==> src/rtl/gate_scheduler.sv <==
// rtl/gate_scheduler.sv - sequences a stored gate program onto a gate-engine issue handshake
module gate_scheduler #(
  parameter int N_QUBITS   = 4,
  parameter int PROG_DEPTH = 64,
  parameter int CNT_W      = 32,
  localparam int QW = (N_QUBITS > 1) ? $clog2(N_QUBITS) : 1,
  localparam int AW = $clog2(PROG_DEPTH),
  localparam int DW = 4 + 2 * QW
) (
  input  logic             clk,
  input  logic             rst_n,
  input  logic             prog_we,
  input  logic [AW-1:0]    prog_addr,
  input  logic [DW-1:0]    prog_data,
  input  logic [AW:0]      prog_len,
  input  logic             start,
  input  logic             abort,
  output logic             gate_valid,
  output logic [3:0]       gate_op,
  output logic [QW-1:0]    gate_tgt,
  output logic [QW-1:0]    gate_ctl,
  input  logic             gate_ready,
  input  logic             gate_done,
  output logic             busy,
  output logic             done,
  output logic             err,
  output logic [CNT_W-1:0] cycle_count,
  output logic [AW:0]      gate_count
);
  typedef enum logic [2:0] {IDLE, FETCH, ISSUE, EXEC, FIN, ERR} state_e;

  localparam logic [AW:0] DEPTH = (AW + 1)'(PROG_DEPTH);
  localparam logic [QW:0] NQ    = (QW + 1)'(N_QUBITS);

  state_e           state_q;
  logic             busy_q, done_q, err_q, valid_q;
  logic [3:0]       op_q;
  logic [QW-1:0]    tgt_q, ctl_q;
  logic [CNT_W-1:0] cyc_q;
  logic [AW:0]      gcnt_q, len_q;
  logic [AW-1:0]    idx_q;
  logic [DW-1:0]    mem [PROG_DEPTH];
  logic [DW-1:0]    rd_q;

  logic [3:0]    rd_op;
  logic [QW-1:0] rd_ctl, rd_tgt;
  logic          rd_bad, last_gate;
  logic [AW:0]   len_d;

  assign rd_op     = rd_q[DW-1 -: 4];
  assign rd_ctl    = rd_q[2*QW-1 -: QW];
  assign rd_tgt    = rd_q[QW-1:0];
  assign rd_bad    = ({1'b0, rd_tgt} >= NQ) ||
                     (rd_op[3] && (({1'b0, rd_ctl} >= NQ) || (rd_ctl == rd_tgt)));
  assign len_d     = (prog_len > DEPTH) ? DEPTH : prog_len;
  assign last_gate = ({1'b0, idx_q} == len_q - 1'b1);

  // Program storage is deliberately outside the reset domain so a reset keeps the program.
  always_ff @(posedge clk) begin
    if (prog_we && !busy_q) mem[prog_addr] <= prog_data;
    if (state_q == FETCH) rd_q <= mem[idx_q];
  end

  always_ff @(posedge clk or negedge rst_n) begin
    if (!rst_n) begin
      state_q <= IDLE;
      busy_q  <= 1'b0;
      done_q  <= 1'b0;
      err_q   <= 1'b0;
      valid_q <= 1'b0;
      op_q    <= '0;
      tgt_q   <= '0;
      ctl_q   <= '0;
      cyc_q   <= '0;
      gcnt_q  <= '0;
      len_q   <= '0;
      idx_q   <= '0;
    end else begin
      if (busy_q && cyc_q != '1) cyc_q <= cyc_q + 1'b1;
      if (busy_q && abort) begin
        state_q <= IDLE;
        busy_q  <= 1'b0;
        valid_q <= 1'b0;
        op_q    <= '0;
        tgt_q   <= '0;
        ctl_q   <= '0;
        if (state_q == EXEC && gate_done) gcnt_q <= gcnt_q + 1'b1;
      end else begin
        case (state_q)
          IDLE, FIN, ERR: if (start) begin
            cyc_q  <= '0;
            gcnt_q <= '0;
            err_q  <= 1'b0;
            len_q  <= len_d;
            idx_q  <= '0;
            if (len_d == '0) begin
              state_q <= FIN;
              done_q  <= 1'b1;
            end else begin
              state_q <= FETCH;
              busy_q  <= 1'b1;
              done_q  <= 1'b0;
            end
          end
          FETCH: state_q <= ISSUE;
          // First ISSUE cycle validates the fetched entry; valid_q marks the offer phase.
          ISSUE: if (!valid_q) begin
            if (rd_bad) begin
              state_q <= ERR;
              err_q   <= 1'b1;
              busy_q  <= 1'b0;
            end else begin
              valid_q <= 1'b1;
              op_q    <= rd_op;
              tgt_q   <= rd_tgt;
              ctl_q   <= rd_ctl;
            end
          end else if (gate_ready) begin
            valid_q <= 1'b0;
            op_q    <= '0;
            tgt_q   <= '0;
            ctl_q   <= '0;
            state_q <= EXEC;
          end
          EXEC: if (gate_done) begin
            gcnt_q <= gcnt_q + 1'b1;
            if (last_gate) begin
              state_q <= FIN;
              done_q  <= 1'b1;
              busy_q  <= 1'b0;
            end else begin
              idx_q   <= idx_q + 1'b1;
              state_q <= FETCH;
            end
          end
          default: state_q <= IDLE;
        endcase
      end
    end
  end

  assign gate_valid  = valid_q;
  assign gate_op     = op_q;
  assign gate_tgt    = tgt_q;
  assign gate_ctl    = ctl_q;
  assign busy        = busy_q;
  assign done        = done_q;
  assign err         = err_q;
  assign cycle_count = cyc_q;
  assign gate_count  = gcnt_q;
endmodule

==> config.mk <==
export PLATFORM = sky130hd
export DESIGN_NAME = gate_scheduler
export DESIGN_NICKNAME = d
export VERILOG_FILES = /design/src/rtl/gate_scheduler.sv
export SDC_FILE = /design/constraint.sdc
export NUM_CORES = 1
export LEC_CHECK = 0
export CAP_MARGIN = 20
export CORE_ASPECT_RATIO = 0.7
export CORE_UTILIZATION = 40
export DETAILED_ROUTE_END_ITERATION = 8
export GPL_ROUTABILITY_DRIVEN = 0
export GPL_TIMING_DRIVEN = 0
export SETUP_SLACK_MARGIN = 0.05
export SLEW_MARGIN = 15
export SYNTH_ARGS = -nofsm -noshare
export SYNTH_HDL_FRONTEND = slang
export SYNTH_SLANG_ARGS = --single-unit
==> constraint.sdc <==
create_clock -name clk -period 2.84 [get_ports clk]
set_input_delay 0.71 -clock clk [delete_from_list [all_inputs] [get_ports clk]]
set_output_delay 0.71 -clock clk [all_outputs]
set_load 0.05 [all_outputs]
### After elaboration in Yosys (flattened, before gate mapping)

Memories as Yosys holds them, arrays and structs flattened. A register that Yosys moved wholly into a read port is not among the register bits.
Cells that the tools add are included.

* $add $sub $neg: 4
* multipliers: 0
* shifts and indexed selects: 0
* bitwise logic cells: 1
* equality and inequality tests: 25
* $lt $le $gt $ge: 1
* divide/modulo/power cells: 0
* reductions and logical operators: 22
* multiplexer cells: 61

Operator list (count)
* 32-bit two-way mux: 4
* 7-bit two-way mux: 5
* 32-bit by 1-bit adder with 32-bit output, second input constant: 1
* 32-bit != test, second input constant: 1
* 3-bit two-way mux: 8
* 1-bit two-way mux: 21
* 4-bit two-way mux: 5
* 2-bit two-way mux: 9
* 6-bit two-way mux: 3
* 3-bit != test, second input constant: 6
* 5-bit AND reduction: 3
* 7-bit case mux with 2 select lines: 1
* 2-bit != test, second input constant: 6
* 3-bit case mux with 4 select lines: 1
* 6-bit case mux with 2 select lines: 1
* 4-bit != test, second input constant: 2
* 4-bit AND reduction: 2
* 7-bit by 1-bit adder with 7-bit output, second input constant: 1
* 6-bit by 7-bit equality test with 1-bit output: 1
* 7-bit greater-than comparator, second input constant: 1
* 7-bit zero test: 1
* 7-bit AND reduction: 1
* 7-bit by 1-bit subtractor with 7-bit output, second input constant: 1
* 6-bit by 1-bit adder with 6-bit output, second input constant: 1
* 17 further kinds: 28

* bits of input ports: 28
* bits in writable memories: 512
* memories kept: 1
* latch bits: 0
* memory bits (read-only): 0
* flip-flop bits (word level): 67

Memory list
* mem: depth 64, bits a word 8, rd ports 1, clocked after Yosys merged registers in 1, write ports 1, line 42 `logic [DW-1:0] mem [PROG_DEPTH];`

### Logic depth before layout (Yosys ltp)

Gate-level depths: netlist (run 1).

* depth after elaboration: 7
* mapped depth: 8
* gate-level depth less buffers: 8

### Least setup slack after synthesis (run 1)

OpenSTA, ideal clock, no wires.

* kind: flip-flop to flip-flop
* start point: register idx_q[1]
* end point: register rd_q[5], read port of mem, data pin
* cell stages (with the launch flop): 8
* clock period less this slack: 2.446 ns
* arrival: 2.173 ns
* buffers on the path: 3
* required time: 2.567 ns
* path slack: 0.394 ns
* path through: dfrtp_1 -> buf_2 -> clkbuf_1 -> buf_1 -> mux4_2 -> mux4_2 -> a211oi_1 -> a21oi_1

RTL lines
* start: declaration: line 41 `logic [AW-1:0] idx_q;`
* start signal: assignment: line 132 `idx_q <= idx_q + 1'b1;`
* end: declaration: line 43 `logic [DW-1:0] rd_q;`

### Worst setup path in the final report (run 1)

* start point: register busy_q (netlist: busy)
* end point: memory mem[12][6] (netlist name), enable pin

* cells in the longest elaborated chain, start to end: 4

Ends and longest elaborated chain
* start: declaration: line 36 `logic busy_q, done_q, err_q, valid_q;`
* start signal: assignment: line 67 `busy_q <= 1'b0;`
* start signal: assignment: line 82 `busy_q <= 1'b0;`
* start signal: assignment: line 101 `busy_q <= 1'b1;`
* 1-bit zero test: line 60 `if (prog_we && !busy_q) mem[prog_addr] <= prog_data;`
* 1-bit logical AND: line 60
* 1-bit two-way mux: line 60
* 1-bit two-way mux (implied by the code): line 60
* end: declaration: line 42

Every way passes these cells.

==> results of run 1 <==
## synthesized netlist by cell type, types with 8 or more instances
master    number
edfxtp_1     520
mux4_2       160
nor2_1       106
dfrtp_1       67
nand2_1       52
o21ai_0       48
clkbuf_1      36
nand3_1       24
xor2_1        23
a21oi_1       21
buf_2         20
inv_1         18
nand4_1       14
and3_1        12
or3_1         12
mux2i_1       10
nand3b_1      10
and4_1         8
mux2_2         8
nand2b_1       8
## final timing paths
| kind | from | to | slack, ns | cells after the start |
|---|---|---|---|---|
| hold reg to reg | rd_q[4] | gate_op[0] | 0.51 | 2 |
| max in group asynchronous | rst_n | done | 2.23 | 2 |
| min in group clk | rd_q[4] | gate_op[0] | 0.51 | 2 |
| setup reg to reg | busy | mem[12][6] | -0.04 | 4 |
| setup / recovery | busy | mem[12][6] | -0.04 | 4 |
| hold / removal | rst_n | gate_op[3] | 0.07 | 1 |
## power breakdown
group          internal [mW]  total, mW  leakage [nW]  switching [mW]
Combinational           2.11       4.94          2.36            2.83
Clock                   3.62       6.72         0.776            3.10
Sequential              9.69       9.92          5.58           0.226
Total                   15.4       21.6          8.72            6.16
## sequential cells by signal, indices dropped and copies added (netlist names)
signal,count
done,1
state_q,3
gate_tgt,2
cycle_count,32
gate_ctl,2
busy,1
rd_q,8
gate_op,4
gate_valid,1
mem,512
idx_q,6
len_q,7
gate_count,7
err,1
## cells by family (layout without fill, tap and decap cells)
| logic type | Yosys count | after routing | synth area share |
|---|---|---|---|
| muxes | 178 | 178 | 0.160 |
| DFF | 587 | 587 | 0.727 |
| adders and majority gates | 4 | 4 | 0.00210 |
| AOI/OAI and AO/OA | 104 | 104 | 0.0262 |
| xor gates and xnor gates | 29 | 29 | 0.0107 |
| and+or+nand+nor | 277 | 277 | 0.0589 |
| buffers and inverters | 83 | 266 | 0.0154 |
## cell type report
type                            count  area [um^2]  area share
Buffer                             65          504      0.0182
Inverter                           18         67.6     0.00244
Sequential cell                   587        17300       0.625
Timing Repair Buffer               87          923      0.0334
Multi-Input combinational cell    592         6300       0.228
Clock buffer                       67         1420      0.0514
Clock inverter                     29          160     0.00579
Tap cell                          798          998      0.0361
## per-stage QoR
stage | power [mW] | setup TNS (ns) | area (um^2) | hold WS, ns | worst slack [ns]
global placement | 14.7 | -498.04 | 25500 | 0.492 | -1.28
CTS | 21.6 | 0 | 27500 | 0.0688 | 0.0355
finish | 21.6 | -0.611 | 27700 | 0.0674 | -0.0404
detailed placement | 14.7 | -213.19 | 25700 | 0.491 | -0.987
global route | 22.3 | -7.58 | 27700 | 0.0868 | -0.123
floorplan | 13.1 | 0 | 23800 | 0.414 | 0.394
## per-layer routing
| layer | up-vias | global-route usage |
|---|---|---|
| met5 | - | 0 |
| met4 | 0 | 0.0379 |
| met3 | 67 | 0.0456 |
| met2 | 471 | 0.267 |
| met1 | 6728 | 0.299 |
| li1 | 5402 | - |
## timing repair
item,in CTS,in global routing
pin swaps,2,0
setup buffers,4,0
resized for setup,77,51
endpoints found under the setup margin,180,301
==> out/summary.txt, run 1 <==
Max Fclk: 347 MHz
Failing checks: setup timing
CTS tree: built
Async SR Flop Fraction: 0.114
Worst-path fanout max: 10
Synth-to-Final Area Change: 16.3%
Die W: 293 um
Post-Syn Instances: 1,262
Final Non-Filler Cells: 2,243
Vias per inst: 5.65
NumNets Final: 1,437
Syn avg cell area: 18.8 um^2
Cell taking the most area after synthesis: edfxtp_1
Total grt overflow: 0
Drt first pass iters: 5
Count of final setup violators: 27
Worst path arrival time: 3.10 ns
Worst setup SP type: register
Min Tclk post-route: 2.88 ns
Row count: 74
Clock transition at path regs: 0.06 ns
Top layer in use: met4
Power Dens Cells: 780 nW/um^2
Vias after detailed routing: 12,700
Skew-Pair Late Insertion Delay: 0.59 ns
Seq/Total Area, Yosys: 0.727
Share of layout cells above drive strength 1: 0.244
Critical-path cell list: clkbuf_1 -> nor2b_1 -> nand2_1 -> nor2_1
Initial DRC Count: 1,342
H-tree Lvls: 2
Number of library cell types mapped by synthesis: 58
Fin worst setup slack: -0.0404 ns
WL final: 57.1 mm
Hold WC Path Type: input port to asynchronous set/reset pin
Full die area: 60,400 um^2
Clock Path Buffers: 3
Final hold vios: 0
Most common cell after layout, fill and taps aside: edfxtp_1
Metal-1 WL: 27.2 mm
Metal2 WL: 24.3 mm
First-pass GRT wire length: 82.6 mm
WL met3: 4.86 mm
Status: finished, violations left
Max Slew Vio Count: 0
Share of the synthesized area in the top cell type: 0.657
Syn. warnings: 0
Routed Antenna Nets: 0
Hold_buf cts: 0
# DRC: 0
Leak: 8.72 nW
TritonCTS Buffers: 54
Clock skew: 0.0113 ns
Fin util: 0.473
Clk root buf: clkbuf_16
#FFs+latches synth: 587
Number of fill cells: 4,956
Max stage delay on crit path: 0.85 ns
Period utilization: 1.01
Starting Density: 0.406
Mapped Area: 23,800 um^2
Worst setup path class: register to register
EDFF count, synth: 520
Overall Global Routing Usage: 0.190
Crit. End Element: register
Buf/Inv on CP: 1
Synth Flop Type: edfxtp_1
Largest net degree at the start of global routing: 65
IO Pins: 79
Max-cap viol count: 0
Max_slew headroom: 0.385
Slowest cell on crit path: nor2_1
Top delay family on crit path: simple AND/OR/NAND/NOR gates
Post-placement cell count: 2,143
RSZ-0062 raised after global routing: yes
Clock sinks: 587
Initial antenna violation count: 2
Post-Syn Nets: 1,294
Vias in the first global route: 12,300
Core ar.: 58,500 um^2
Avg WL per Cell: 25.4 um
Worst-Margin Slew: 0.919 ns
Die height: 206 um
Detail Placement HPWL: 38.9 mm
Worst VDD drop: 0.481 mV
N_diodes: 0
Port bufs: 75
Most frequent cells in the layout: edfxtp_1, mux4_2, dfrtp_1
Top cells by area, synth: edfxtp_1, mux4_2, dfrtp_1, nor2_1, o21ai_0
Required time of the critical path: 3.06 ns
Note: power is estimated with default switching activity, not from simulation.
==> inputs of run 2 (changes only) <==
--- a/config.mk
+++ b/config.mk
@@ -5,8 +5,11 @@
 export SDC_FILE = /design/constraint.sdc
 export NUM_CORES = 1
 export LEC_CHECK = 0
+export ABC_AREA = 1
+export ABC_CLOCK_PERIOD_IN_PS = 2840
 export CAP_MARGIN = 20
 export CORE_ASPECT_RATIO = 0.7
+export CORE_MARGIN = 2
 export CORE_UTILIZATION = 40
 export DETAILED_ROUTE_END_ITERATION = 8
 export GPL_ROUTABILITY_DRIVEN = 0
==> run 2 against run 1 <==
- global-route usage is 6.8 points higher
- largest power group unchanged
- flip-flop and latch count stayed put
- the run now ends clean
- count of clock-buffer cells in the layout is 8 higher
- sequential share of layout area is 2.0 points lower
==> out/summary.txt, run 2 <==
Status: complete, no violations (was finished, violations left)
Max Fclk: 355 MHz (was 347 MHz)
Clock transition at path regs: 0.07 ns (was 0.06 ns)
Full die area: 63,600 um^2 (was 60,400 um^2)
Vias in the first global route: 17,200 (was 12,300)
Max stage delay on crit path: 0.38 ns (was 0.85 ns)
Setup TNS: 0 ns (was -0.611 ns)
Hold WS: 0.498 ns (was 0.0674 ns)
Starting Density: 0.402 (was 0.406)
Fin worst setup slack: 0.0261 ns (was -0.0404 ns)
Port bufs: 78 (was 75)
Top delay family on crit path: buffers and inverters (was simple AND/OR/NAND/NOR gates)
Skew-Pair Late Insertion Delay: 0.67 ns (was 0.59 ns)
EDFF count, synth: 520 (unchanged)
Share of layout cells above drive strength 1: 0.116 (was 0.244)
Crit. End Element: register (unchanged)
Syn. warnings: 0 (unchanged)
Vias per inst: 5.86 (was 5.65)
Clock Path Buffers: 3 (unchanged)
Most frequent cells in the layout: edfxtp_1, nor2_1, nand2_1 (was edfxtp_1, mux4_2, dfrtp_1)
CTS tree: built (unchanged)
Min Tclk post-route: 2.81 ns (was 2.88 ns)
Total grt overflow: 0 (unchanged)
Area occupied by multi-input gates: 6610 um^2 (was 6300 um^2)
IO Pins: 79 (unchanged)
Seq/Total Area, Yosys: 0.702 (was 0.727)
Max_slew headroom: 0.369 (was 0.385)
Period utilization: 0.991 (was 1.01)
Leak: 9.77 nW (was 8.72 nW)
Count leader, synth: edfxtp_1 (unchanged)
Drt first pass iters: 7 (was 5)
Slowest cell on crit path: buf_2 (was nor2_1)
Clock sinks: 587 (unchanged)
Initial antenna violation count: 5 (was 2)
Worst VDD drop: 0.664 mV (was 0.481 mV)
Vias after detailed routing: 18,600 (was 12,700)
Clk root buf: clkbuf_16 (unchanged)
Die height: 212 um (was 206 um)
Worst setup path class: register to register (unchanged)
Register Area: 17,300 um^2 (unchanged)
Required time of the critical path: 3.30 ns (was 3.06 ns)
#FFs+latches synth: 587 (unchanged)
Top post-synthesis cells by count: edfxtp_1, nor2_1, nand2_1, o21ai_0, nand3_1 (was edfxtp_1, mux4_2, nor2_1, dfrtp_1, nand2_1)
RSZ-0062 raised after global routing: yes (unchanged)
NumNets Final: 2,341 (was 1,437)
Cell taking the most area after synthesis: edfxtp_1 (unchanged)
Place WS: -1.50 ns (was -0.987 ns)
# DRC: 0 (unchanged)
Reg with most FFs: mem (unchanged)
Power Dens Cells: 771 nW/um^2 (was 780 nW/um^2)
Number of library cell types mapped by synthesis: 44 (was 58)
Async SR Flop Fraction: 0.114 (unchanged)
Max Slew Vio Count: 0 (unchanged)
Worst setup SP type: register (unchanged)
WL final: 83.0 mm (was 57.1 mm)
Mapped Area: 24,600 um^2 (was 23,800 um^2)
Critical-path cell list: clkbuf_4 -> buf_6 -> buf_6 -> buf_2 -> o21ai_0 -> o22ai_1 -> o211ai_1 -> nand2_1 -> nand3_1 -> nand2_1 (was clkbuf_1 -> nor2b_1 -> nand2_1 -> nor2_1)
Clock skew: 0.0414 ns (was 0.0113 ns)
Worst-path fanout max: 10 (unchanged)
H-tree Lvls: 2 (unchanged)
Row count: 76 (was 74)
Synth Flop Type: edfxtp_1 (unchanged)
Post-placement cell count: 3,055 (was 2,143)
Initial DRC Count: 2,850 (was 1,342)
Worst path arrival time: 3.27 ns (was 3.10 ns)
Syn avg cell area: 11.4 um^2 (was 18.8 um^2)
Die W: 301 um (was 293 um)
Most common cell after layout, fill and taps aside: edfxtp_1 (unchanged)
Post-Syn Nets: 2,187 (was 1,294)
Hold WC Path Type: input port to asynchronous set/reset pin (unchanged)
Max-cap viol count: 0 (unchanged)
Core ar.: 61,200 um^2 (was 58,500 um^2)
Routed Antenna Nets: 0 (unchanged)
Number of fill cells: 5,584 (was 4,956)
Worst-Margin Slew: 0.946 ns (was 0.919 ns)
Avg WL per Cell: 26.1 um (was 25.4 um)
Share of the synthesized area in the top cell type: 0.634 (was 0.657)
Count of final setup violators: 0 (was 27)
Final Non-Filler Cells: 3,177 (was 2,243)
Post-Syn Instances: 2,155 (was 1,262)
First-pass GRT wire length: 118 mm (was 82.6 mm)
Max FFs per register: 512 (unchanged)
Overall Global Routing Usage: 0.258 (was 0.190)
Detail Placement HPWL: 54.9 mm (was 38.9 mm)
TritonCTS Buffers: 56 (was 54)
Final hold vios: 0 (unchanged)
Synth-to-Final Area Change: 15.9% (was 16.3%)
Top cells by area, synth: edfxtp_1, dfrtp_1, nor2_1, o21ai_0, nand2_1 (was edfxtp_1, mux4_2, dfrtp_1, nor2_1, o21ai_0)
Largest net degree at the start of global routing: 65 (unchanged)
Buf/Inv on CP: 4 (was 1)
==> run 2: report_power, final <==
part / internal [mW] / leakage (nW) / total (mW) / switching [mW]
clock network: 4.05 / 0.851 / 7.44 / 3.39
registers: 9.72 / 5.57 / 10.0 / 0.277
logic: 1.26 / 3.35 / 4.59 / 3.33
==> run 2: path summary, 6_finish.rpt <==
path	from	to	slack (ns)	cells past startpoint
worst max-delay path	idx_q[0]	rd_q[5]	0.03	10
worst min-delay path	rst_n	idx_q[5]	0.50	2
worst max register to register	idx_q[0]	rd_q[5]	0.03	10
worst min register to register	rd_q[4]	gate_op[0]	0.50	2
max in group asynchronous	rst_n	cycle_count[10]	1.81	3
min in group clk	rd_q[4]	gate_op[0]	0.50	2
==> run 2: repair_timing <==
action / CTS / global route
buffers inserted: 13 / 0
endpoints found under the setup margin: 520 / 61
pin swaps: 1 / 1
hold endpoints to repair: 17 / 0
hold buffers: 1 / 0
gates resized for setup: 57 / 61
==> run 2: cell type report <==
class	instances	share of cell area
Inverter	94	0.0128
Tap cell	819	0.0359
Antenna cell	3	0.000263
Sequential cell	587	0.605
Buffer	113	0.0206
Timing Repair Buffer	96	0.0326
Clock buffer	75	0.0519
Clock inverter	29	0.00972
Multi-Input combinational cell	1361	0.231
==> run 2: metal layers <==
| metal | up-vias | share of wire | track usage |
|---|---|---|---|
| met5 | - | 0.0014 | 0.00998 |
| met4 | 6 | 0.034 | 0.0851 |
| met3 | 214 | 0.15 | 0.0979 |
| met2 | 1285 | 0.39 | 0.346 |
| li1 | 8012 | - | - |
| met1 | 9091 | 0.42 | 0.380 |
==> run 2: kinds of logic after synthesis <==
group | Yosys count | share of synthesized area
and+or+nand+nor | 886 | 0.149
DFF | 587 | 0.702
AOI/OAI and AO/OA | 457 | 0.105
buffers and inverters | 207 | 0.0367
xor gates and xnor gates | 14 | 0.00498
adders and majority gates | 4 | 0.00203
==> run 2: stage by stage <==
step	instance area [um^2]	utilization	total power [mW]
after floorplan	24600	-	12.8
after global placement	26500	0.432	14.5
after detailed placement	26500	0.433	14.6
after CTS	28500	0.465	21.9
after global routing	28600	0.467	22.8
final	28600	0.467	22.0
==> inputs of run 3 (changes only) <==
--- a/config.mk
+++ b/config.mk
@@ -10,7 +10,7 @@
 export CAP_MARGIN = 20
 export CORE_ASPECT_RATIO = 0.7
 export CORE_MARGIN = 2
-export CORE_UTILIZATION = 40
+export CORE_UTILIZATION = 47
 export DETAILED_ROUTE_END_ITERATION = 8
 export GPL_ROUTABILITY_DRIVEN = 0
 export GPL_TIMING_DRIVEN = 0
==> run 3 against run 2 <==
- the run now ends with setup timing left
- power increased by 1.6%
- hold slack got worse by 0.010 ns
- core utilization increased by 8.2 points
- final area about the same
==> out/summary.txt, run 3 (same netlist as run 2, synthesis figures left out) <==
Status: finished, violations left (was complete, no violations)
Failing checks: setup timing
TritonCTS Buffers: 56 (unchanged)
Full die area: 54,300 um^2 (was 63,600 um^2)
Initial DRC Count: 3,043 (was 2,850)
Post-placement cell count: 2,921 (was 3,055)
Final Power: 22.4 mW (was 22.0 mW)
IO Pins: 79 (unchanged)
Final hold vios: 0 (unchanged)
Max Fclk: 334 MHz (was 355 MHz)
Final Non-Filler Cells: 3,044 (was 3,177)
Worst setup path class: register to register (unchanged)
Overall Global Routing Usage: 0.304 (was 0.258)
Worst r2r src: idx_q[1] (was idx_q[0])
Clk root buf: clkbuf_16 (unchanged)
CTS tree: built (unchanged)
Most common cell after layout, fill and taps aside: edfxtp_1 (unchanged)
Fin util: 0.549 (was 0.467)
Detail Placement HPWL: 53.8 mm (was 54.9 mm)
Vias after detailed routing: 18,600 (about the same)
Synth-to-Final Area Change: 15.9% (about the same)
Hold WS: 0.487 ns (was 0.498 ns)
Max-cap viol count: 0 (unchanged)
Max FFs per register: 512 (unchanged)
H-tree Lvls: 2 (unchanged)
Max_slew headroom: 0.269 (was 0.369)
Avg WL per Cell: 27.2 um (was 26.1 um)
Sw frac: 0.312 (was 0.318)
Required time of the critical path: 3.29 ns (was 3.30 ns)
Critical Path Start: idx_q[1] (was idx_q[0])
Starting Density: 0.474 (was 0.402)
Most frequent cells in the layout: edfxtp_1, nor2_1, nand2_1, o21ai_0, nand3_1 (was edfxtp_1, nor2_1, nand2_1)
Power Dens Cells: 784 nW/um^2 (was 771 nW/um^2)
Sequential share of power: 0.445 (was 0.454)
Worst-path fanout max: 10 (unchanged)
NumNets Final: 2,344 (was 2,341)
Reg with most FFs: mem (unchanged)
Crit. End Element: register (unchanged)
Clock Path Buffers: 3 (unchanged)
Clock transition at path regs: 0.07 ns (about the same)
WHS Path Cells: 2
Reg2Reg Depth: 8 (was 10)
NetSw: 6.98 mW (was 7.00 mW)
Drt first pass iters: 8 (was 7)
Min Tclk post-route: 3.00 ns (was 2.81 ns)
Routed Antenna Nets: 0 (unchanged)
Share of layout cells above drive strength 1: 0.116 (about the same)
Core ar.: 52,000 um^2 (was 61,200 um^2)
Die height: 196 um (was 212 um)
Vias in the first global route: 17,000 (was 17,200)
Leak: 9.88 nW (was 9.77 nW)
Internal power: 15.4 mW (was 15.0 mW)
Count of final setup violators: 12 (was 0)
Die W: 278 um (was 301 um)
Period utilization: 1.05 (was 0.991)
Clock Power Share: 0.350 (was 0.338)
Worst path arrival time: 3.44 ns (was 3.27 ns)
Initial antenna violation count: 1 (was 5)
Hold Startpoint: rd_q[5]
Largest net degree at the start of global routing: 65 (unchanged)
Vias per inst: 6.10 (was 5.86)
WL final: 82.7 mm (was 83.0 mm)
# DRC: 0 (unchanged)
Worst VDD drop: 0.512 mV (was 0.664 mV)
Fin worst setup slack: -0.155 ns (was 0.0261 ns)
RSZ-0062 raised after global routing: yes (unchanged)
Worst setup SP type: register (unchanged)
Max Slew Vio Count: 0 (unchanged)
Comb power frac: 0.205 (was 0.208)
Clock sinks: 587 (unchanged)
Skew-Pair Late Insertion Delay: 0.66 ns (was 0.67 ns)
First-pass GRT wire length: 118 mm (about the same)
Total grt overflow: 0 (unchanged)
Port bufs: 78 (unchanged)
Clock skew: 0.0510 ns (was 0.0414 ns)
Row count: 70 (was 76)
Worst-Margin Slew: 1.10 ns (was 0.946 ns)
Hold WC Path Type: register to register (was input port to asynchronous set/reset pin)
-- run 3: changes by cell type in the layout (fill, tap and decap cells not counted), sizes merged, moves of 2 or more --
cell and change:
bufinv +2, clkbuf -2, clkinv +8, clkinvlp -3, diode -2, inv -3
-- run 3: final timing paths --
path | slack (ns) | end
setup / recovery | -0.16 | rd_q[1]
hold reg to reg | 0.49 | gate_op[1]
hold / removal | 0.49 | gate_op[1]
min in group asynchronous | 0.51 | idx_q[5]
max in group asynchronous | 1.79 | cycle_count[19]
setup reg to reg | -0.16 | rd_q[1]
-- run 3: repair_timing --
action | 4_1_cts | 5_1_grt
gates resized for setup | 56 | 45
pin swaps | 4 | 2
hold buffers | 1 | 0
setup endpoints to repair | 520 | 37
endpoints found under the hold margin | 18 | 0
buffers inserted | 15 | 0
-- run 3: per-stage QoR --
stage / cell area, um^2 / setup WS, ns / TNS (ns)
global placement: 26300 / -1.32 / -960.06
global route: 28600 / 0.00373 / 0
floorplan: 24600 / 0.723 / 0
CTS: 28500 / 0.0565 / 0
finish: 28600 / -0.155 / -0.505
detailed placement: 26300 / -1.25 / -528.44
-- run 3: power groups by stage --
stage                     Combinational (mW)  Clock (mW)  Sequential (mW)
after floorplan                         2.23           0             10.6
after global placement                  4.36           0             10.2
after detailed placement                4.42           0             10.2
after CTS                               4.47        7.87             9.97
after global routing                    4.89        8.18             10.0
final                                   4.59        7.83             9.97
-- run 3: worst max-delay path, cell delays in order (launching register included) --
cell and delay [ns]:
dfrtp_1 0.45, buf_4 0.24, clkbuf_1 0.83, o21ai_0 0.23, o211ai_1 0.37, nand3_1 0.19
nand4_1 0.23, nand3_1 0.11, nand2_1 0.16
-- run 3: area by class of cell --
type                       instances  area, um^2
fill                            4399       23500
sequential                       587       17300
multi-input combinational       1361        6580
clock buffer                      72        1550
timing repair buffer              99         973
tap                              684         856
buffer                           113         587
clock inverter                    33         365
inverter                          94         365
antenna                            1        2.50
-- run 3: metal layers --
metal,wire length [um],GRT usage
met2,33300,0.419
met3,12300,0.0948
met4,3190,0.108
met1,33800,0.451
met5,33,0
